### src/rtl/alu_mc.sv
// Multi-cycle ALU: single-cycle logic/arith ops, shift-add unsigned multiply and
// optional restoring unsigned divide (define ALU_MC_DIV_EN), with valid/ready on both sides.
module alu_mc #(
  parameter int WIDTH = 32
) (
  input  logic             clk,
  input  logic             reset,
  input  logic             in_valid,
  output logic             in_ready,
  input  logic [WIDTH-1:0] a,
  input  logic [WIDTH-1:0] b,
  input  logic [3:0]       op,
  output logic             out_valid,
  input  logic             out_ready,
  output logic [WIDTH-1:0] result,
  output logic             zero,
  output logic             sign,
  output logic             err
);
  localparam int CNT_W = $clog2(WIDTH) + 1;

  localparam logic [3:0] OP_ADD   = 4'd0;
  localparam logic [3:0] OP_SUB   = 4'd1;
  localparam logic [3:0] OP_AND   = 4'd2;
  localparam logic [3:0] OP_OR    = 4'd3;
  localparam logic [3:0] OP_XOR   = 4'd4;
  localparam logic [3:0] OP_NOR   = 4'd5;
  localparam logic [3:0] OP_SLT   = 4'd6;
  localparam logic [3:0] OP_SLTU  = 4'd7;
  localparam logic [3:0] OP_MULLO = 4'd8;
  localparam logic [3:0] OP_MULHI = 4'd9;
  localparam logic [3:0] OP_DIVU  = 4'd10;
  localparam logic [3:0] OP_REMU  = 4'd11;

  typedef enum logic [1:0] {IDLE, BUSY, DONE} state_t;

  state_t             state;
  logic [CNT_W-1:0]   cnt;
  logic [2*WIDTH-1:0] acc;
  logic [2*WIDTH-1:0] acc_nxt;
  logic [WIDTH-1:0]   opnd;
  logic [1:0]         iter_sel;
  logic               iter_err;

  logic [WIDTH-1:0]   sc_res;
  logic               sc_err;
  logic               is_div;
  logic               is_iter;
  logic [WIDTH:0]     mul_sum;
  logic [WIDTH-1:0]   fin_res;

  assign in_ready  = (state == IDLE);
  assign out_valid = (state == DONE);

`ifdef ALU_MC_DIV_EN
  assign is_div = (op == OP_DIVU) || (op == OP_REMU);
`else
  assign is_div = 1'b0;
`endif
  assign is_iter = (op == OP_MULLO) || (op == OP_MULHI) || is_div;

  always_comb begin : single_cycle
    // NOTE: defaults first so no path through the case leaves a latch behind.
    sc_res = '0;
    sc_err = 1'b0;
    case (op)
      OP_ADD:  sc_res = a + b;
      OP_SUB:  sc_res = a + ~b + WIDTH'(1);
      OP_AND:  sc_res = a & b;
      OP_OR:   sc_res = a | b;
      OP_XOR:  sc_res = a ^ b;
      OP_NOR:  sc_res = ~(a | b);
      OP_SLT:  sc_res = WIDTH'($signed(a) < $signed(b));
      OP_SLTU: sc_res = WIDTH'(a < b);
      OP_MULLO, OP_MULHI: begin
      end
`ifdef ALU_MC_DIV_EN
      OP_DIVU, OP_REMU: begin
      end
`endif
      default: sc_err = 1'b1;
    endcase
  end

`ifdef ALU_MC_DIV_EN
  logic [WIDTH:0] div_sh;
  logic [WIDTH:0] div_diff;
`endif

  // acc holds {partial product, multiplier} for mul, {remainder, quotient} for div.
  always_comb begin : iter_step
    mul_sum = {1'b0, acc[2*WIDTH-1:WIDTH]} + {1'b0, opnd};
    acc_nxt = acc[0] ? {mul_sum, acc[WIDTH-1:1]} : {1'b0, acc[2*WIDTH-1:1]};
`ifdef ALU_MC_DIV_EN
    div_sh   = acc[2*WIDTH-1:WIDTH-1];
    div_diff = div_sh - {1'b0, opnd};
    if (iter_sel[1]) begin
      // Explicit compare: with a zero divisor div_sh may exceed WIDTH bits.
      if (div_sh >= {1'b0, opnd}) acc_nxt = {div_diff[WIDTH-1:0], acc[WIDTH-2:0], 1'b1};
      else                        acc_nxt = {div_sh[WIDTH-1:0], acc[WIDTH-2:0], 1'b0};
    end
`endif
    fin_res = iter_sel[0] ? acc_nxt[2*WIDTH-1:WIDTH] : acc_nxt[WIDTH-1:0];
  end

  always_ff @(posedge clk) begin
    // NOTE: non-blocking everywhere here; every register, datapath included, is reset.
    if (reset) begin
      state    <= IDLE;
      cnt      <= '0;
      acc      <= '0;
      opnd     <= '0;
      iter_sel <= '0;
      iter_err <= 1'b0;
      result   <= '0;
      zero     <= 1'b1;
      sign     <= 1'b0;
      err      <= 1'b0;
    end else begin
      case (state)
        IDLE: begin
          if (in_valid) begin
            if (is_iter) begin
              state    <= BUSY;
              cnt      <= '0;
              iter_sel <= op[1:0];
              acc      <= {{WIDTH{1'b0}}, (is_div ? a : b)};
              opnd     <= is_div ? b : a;
              iter_err <= is_div && (b == '0);
            end else begin
              state  <= DONE;
              result <= sc_res;
              zero   <= (sc_res == '0);
              sign   <= sc_res[WIDTH-1];
              err    <= sc_err;
            end
          end
        end
        BUSY: begin
          acc <= acc_nxt;
          cnt <= cnt + CNT_W'(1);
          if (cnt == CNT_W'(WIDTH - 1)) begin
            state  <= DONE;
            result <= fin_res;
            zero   <= (fin_res == '0);
            sign   <= fin_res[WIDTH-1];
            err    <= iter_err;
          end
        end
        DONE: begin
          if (out_ready) state <= IDLE;
        end
        default: state <= IDLE;
      endcase
    end
  end
endmodule

### config.mk
export PLATFORM = sky130hd
export DESIGN_NAME = alu_mc
export DESIGN_NICKNAME = d
export VERILOG_FILES = /design/src/rtl/alu_mc.sv
export SDC_FILE = /design/constraint.sdc
export NUM_CORES = 1
export LEC_CHECK = 0
export CAP_MARGIN = 25
export CORE_UTILIZATION = 50
export CTS_CLUSTER_DIAMETER = 100
export DETAILED_ROUTE_END_ITERATION = 7
export PLACE_DENSITY = 0.7
export SLEW_MARGIN = 10
export SYNTH_ARGS = -nofsm -noshare
export SYNTH_HDL_FRONTEND = slang
export SYNTH_SLANG_ARGS = --single-unit
### constraint.sdc
create_clock -name clk -period 6.4 [get_ports clk]
set_input_delay 1.28 -clock clk [delete_from_list [all_inputs] [get_ports clk]]
set_output_delay 1.28 -clock clk [all_outputs]
set_load 0.005 [all_outputs]
---- Word-level counts from Yosys, hierarchy flattened ----
Cells that the tools add are included.
storage, ports and cells
  flip-flop bits (word level) ............. 140
  word-level logic and storage cells ...... 80
cells by class
  add/sub/neg operators ................... 5
  magnitude comparators ................... 2
  equal/unequal tests ..................... 17
  multiplexer cells ....................... 31
  bitwise logic cells ..................... 5
  reduce and logical (&&, ||, !) cells .... 11
operator list
  kind                     count
  $pmux W32 S8             1
  $mux W64                 3
  $mux W32                 4
  $pmux W64 S2             1
  $add A32 B32 Y32         2
  $logic_not A32 Y1        2
  $lt A32 B32 Y1           2
  $not A32 Y32             2
  $pmux W32 S2             1
  $add A32 B32 Y33         1
  $add A32 B1 Y32 const B  1
  $and A32 B32 Y32         1
  $or A32 B32 Y32          1
  $xor A32 B32 Y32         1
  $eq A4 B3 Y1 const B     4
  $mux W6                  2
  $pmux W6 S2              1
  $mux W1                  10
  $reduce_or A10 Y1        1
  $reduce_and A3 Y1        3
  $eq A4 B2 Y1 const B     2
  $eq A4 B4 Y1 const B     2
  $mux W2                  4
  $add A6 B1 Y6 const B    1
  13 further kinds         18

---- Depth between registers and ports, before layout ----
  depth in word-level cells ............... 8
  gate-level depth with buffers ........... 15
  depth with buffers taken out ............ 15

---- Worst setup path after synthesis ----
OpenSTA, ideal clock, no wires.
  path kind ............................... in2reg
  from .................................... input port a[8]
  to ...................................... register zero
  library setup time ...................... 0.074 ns
  arrival ................................. 4.229 ns
  slack ................................... 2.097 ns
  stages .................................. 15
  cell sequence ........................... inv_1 -> ha_1 -> buf_2 -> a21oi_1 -> o221ai_1 -> a22o_1 -> a211o_1 -> a31oi_1 -> o21ai_1 -> xnor2_1 -> a221o_1 -> nor4b_2 -> nand4b_1 -> or4_1 -> a31oi_1
between the ends
  cells in the longest elaborated chain, start to end .. 7
RTL lines
  what                                                 RTL line    text
  start: declaration                                   10          input logic [WIDTH-1:0] a,
  $add A32 B32 Y32 or $or A32 B32 Y32 (tied branches)  68, 70, 72
  $add A32 B1 Y32 or $not A32 Y32 (tied branches)      68, 72
  $pmux W32 S8 (*)                                     66          case (op)
  $logic_not A32 Y1 (*)                                133         zero <= (sc_res == '0);
  $mux W1 (*)                                          123         if (is_iter) begin
  $mux W1 (*)                                          122         if (in_valid) begin
  $pmux W1 S2 (*)                                      120         case (state)
  end signal: assignment                               133
  end signal: assignment                               145         zero <= (fin_res == '0);
  end: declaration                                     16          output logic zero,
Mark *: on every way between the ends. The rest lies on a longest branch, timed or not. The select of a mux whose other input is x is not followed.
A chain may end at the register's enable or synchronous reset.

---- Final worst setup path ----
  from .................................... input port a[11]
  to ...................................... register zero
Same word-level chain as after synthesis.

==> summary.md <==
| Metric | Value |
|---|---|
| Hold-fix buffers, CTS | `0` |
| Min-Delay Endpoint | `result[14]` |
| Clock skew | `0.00976 ns` |
| Final-report hold violation count | `0` |
| RSZ-0062 raised after global routing | `false` |
| Worst-path clk slew | `0.06 ns` |
| Drt pass-1 iters | `7` |
| VDD IR-drop max | `0.190 mV` |
| Slew @ Worst Pin | `0.999 ns` |
| H-tree Lvls | `4` |
| Cts repair resizes | `0` |
| Avg Synthesized Cell Area | `7.07 um^2` |
| Post-CTS setup buffers | `0` |
| Max_slew headroom | `32.9%` |
| Max frequency | `172 MHz` |
| Initial antenna violation count | `1` |
| Worst setup SP type | `primary input` |
| Synth area leaders | `dfxtp_1, ha_1, a21oi_1` |
| DP Wirelength | `43.9 mm` |
| Post-route DRC violation count | `0` |
| Port-buffer cells | `108` |
| WHS Path Cells | `2` |
| Grt ovf | `0` |
| FFs w/ async S/R, synth | `0%` |
| Final period utilization | `90.8%` |
| Num rows | `61` |
| Final nets | `2272` |
| Setup TNS | `0 ns` |
| Post-route ant nets | `0` |
| Fillers | `2664` |
| WL per Instance | `23.5 um` |
| Max Cap Viol | `0` |
| Drt total wl | `57.3 mm` |
| Critical Path RT | `6.76 ns` |
| R2R Setup Slk | `1.99 ns` |
| Final GP Congestion | `1.02` |
| CTS tree | `done` |
| Synth warn | `0` |
| Placed insts | `2409` |
| Synth top area share | `19.6%` |
| Leak | `6.42 nW` |
| Total vias in the final route | `15900` |
| Core area | `0.0279 mm^2` |
| Number of global-route vias before repair | `14400` |
| CTS max path bufs | `2` |
| Worst-Skew Late Latency | `0.44 ns` |
| Syn-to-layout area delta | `14.6%` |
| Max FO, Critical Path | `17` |
| Cts bufs inserted | `17` |
| Area leader, netlist | `dfxtp_1` |
| Hold_sp | `result[14]` |
| Diode count | `0` |
| Status | `finished clean` |
| Vias per cell | `6.53` |
| HP Class | `register to register` |
| Max Slew Vio Count | `0` |
| PD cells | `179 mW/mm^2` |
| Root Driver | `clkbuf_16` |
| Unique masters post-synth | `97` |
| Post-synthesis sequential area ratio | `19.6%` |
| Crit path time final | `5.81 ns` |
| Arrival time at the worst endpoint | `6.18 ns` |
| Die Footprint | `0.0290 mm^2` |
| Reg-to-Reg End | `zero` |
| CP Capture Type | `register` |
| Initial drt markers | `2213` |
| Largest net degree at the start of global routing | `73` |
| FF-to-FF Start | `acc[32]` |
| Top_reg_cell synth | `dfxtp_1` |
| Chip width | `170 um` |
| Final setup vio count | `0` |
| FF-to-FF path depth | `15` |
| CTS sink count | `139` |
| Die height | `170 um` |
| Post-synth EDFFs | `0` |
| Synthesized flop and latch total | `139` |
| Non-Filler Instances | `2442` |
| Initial core utilization | `50.9%` |
| Share of layout cells above drive strength 1 | `7.03%` |
| Cell Area, Synth | `0.0142 mm^2` |
| # IOs | `109` |
| Global-route wire length before repair | `86.2 mm` |
| Cells after Synth | `2007` |
| Crit path kind | `primary input to register` |
| Total GRT Usage | `39.2%` |
| Syn Nets | `2228` |
-- power breakdown --
| group | switching, mW | total [mW] | internal [mW] |
|---|---|---|---|
| sequential | 0.0274 | 0.927 | 0.900 |
| clock | 0.427 | 1.07 | 0.646 |
| combinational | 0.577 | 0.914 | 0.337 |
| total | 1.03 | 2.91 | 1.88 |
-- registers in the layout, indices dropped and copies added, names as in the netlist --
| name | cells |
|---|---|
| opnd | 32 |
| zero | 1 |
| state | 2 |
| acc | 64 |
| result | 32 |
| iter_sel | 1 |
| cnt | 6 |
| err | 1 |
-- layout make-up --
type	instances	area (um^2)	area share [%]
clock buffer	19	453	2.79
clock inverter	13	180	1.11
inverter	108	405	2.49
multi-input combinational	1626	10500	64.5
sequential	139	2780	17.1
tap	378	473	2.91
timing repair buffer	159	1480	9.09
-- worst max path at each step --
stage	start	end	slack [ns]
6_report	a[11]	zero	0.59
3_3_place_gp	a[11]	zero	0.15
4_1_cts	a[11]	zero	0.66
2_1_floorplan	a[8]	zero	2.10
3_5_place_dp	a[11]	zero	0.23
5_1_grt	a[11]	zero	0.49
-- Yosys cell counts, types with 15 or more instances --
library cell  number
a211oi_1          37
a21oi_1          242
a22oi_1           24
a311oi_1          23
a31oi_1           16
buf_1             17
buf_2             19
clkbuf_1          94
dfxtp_1          139
ha_1             146
inv_1            106
mux2_2            15
mux2i_1           28
nand2_1          260
nand3_1           35
nand4_1           17
nor2_1           233
nor2b_1           32
nor3_1            53
o211ai_1          33
o21ai_0           91
o31ai_1           17
or3_1             16
xnor2_1           20
xor2_1            18
-- kinds of logic after synthesis --
logic type                 count (synthesis)  synth area share (%)
and+or+nand+nor                          737                  23.9
AOI/OAI and AO/OA                        658                  30.9
adders and majority gates                149                  13.3
buffers and inverters                    242                  6.68
DFF                                      139                  19.6
xor gates and xnor gates                  38                  2.35
muxes                                     44                  3.25
-- cells in the final DEF (no fill, tap or decap), types with 15 or more instances in the layout --
| cell type | Yosys | layout |
|---|---|---|
| o31ai_1 | 17 | 17 |
| nor2_1 | 233 | 230 |
| or3_1 | 16 | 16 |
| nand4_1 | 17 | 17 |
| ha_1 | 146 | 146 |
| a31oi_1 | 16 | 16 |
| clkbuf_16 | 0 | 17 |
| dfxtp_1 | 139 | 138 |
| a21oi_1 | 242 | 242 |
| buf_4 | 4 | 51 |
| inv_1 | 106 | 106 |
| a22oi_1 | 24 | 24 |
| mux2i_1 | 28 | 28 |
| nor3_1 | 53 | 53 |
| nand3_1 | 35 | 35 |
| mux2_2 | 15 | 15 |
| clkdlybuf4s50_1 | 0 | 106 |
| o21ai_0 | 91 | 91 |
| a211oi_1 | 37 | 37 |
| xor2_1 | 18 | 18 |
| xnor2_1 | 20 | 20 |
| nor2b_1 | 32 | 31 |
| o211ai_1 | 33 | 33 |
| nand2_1 | 260 | 260 |
| a311oi_1 | 23 | 23 |
-- per-stage QoR --
| step | setup WS (ns) | hold WS, ns | power (mW) | instance area, um^2 | utilization, % |
|---|---|---|---|---|---|
| floorplan | 2.10 | 0.440 | 1.48 | 14200 | - |
| global placement | 0.155 | 0.441 | 1.82 | 15600 | 56.0 |
| detailed placement | 0.231 | 0.445 | 1.82 | 15600 | 56.0 |
| CTS | 0.661 | 0.453 | 2.88 | 16200 | 58.2 |
| global route | 0.489 | 0.473 | 3.02 | 16200 | 58.3 |
| finish | 0.588 | 0.451 | 2.91 | 16200 | 58.3 |
-- critical path, stage by stage --
cell and delay, ns:
clkdlybuf4s50_1 0.60, inv_1 0.07, ha_1 0.57, a21o_1 0.39, a21o_1 0.22, a221o_1 0.35, o21ai_1 0.42, a21oi_1 0.16
o32ai_2 0.40, o311a_1 0.23, nand4_1 0.10, nor4_1 0.55, nand4b_1 0.15, or4_1 0.54, a31oi_1 0.14
-- metal layers --
| metal | vias up | wire length, um | track usage (%) |
|---|---|---|---|
| li1 | 7360 | - | - |
| met1 | 7579 | 25300 | 56.5 |
| met4 | 2 | 1560 | 11.9 |
| met3 | 108 | 5940 | 6.58 |
| met2 | 889 | 24500 | 58.9 |
| met5 | - | 19 | 0 |
Note: power is estimated with default switching activity, not from simulation.
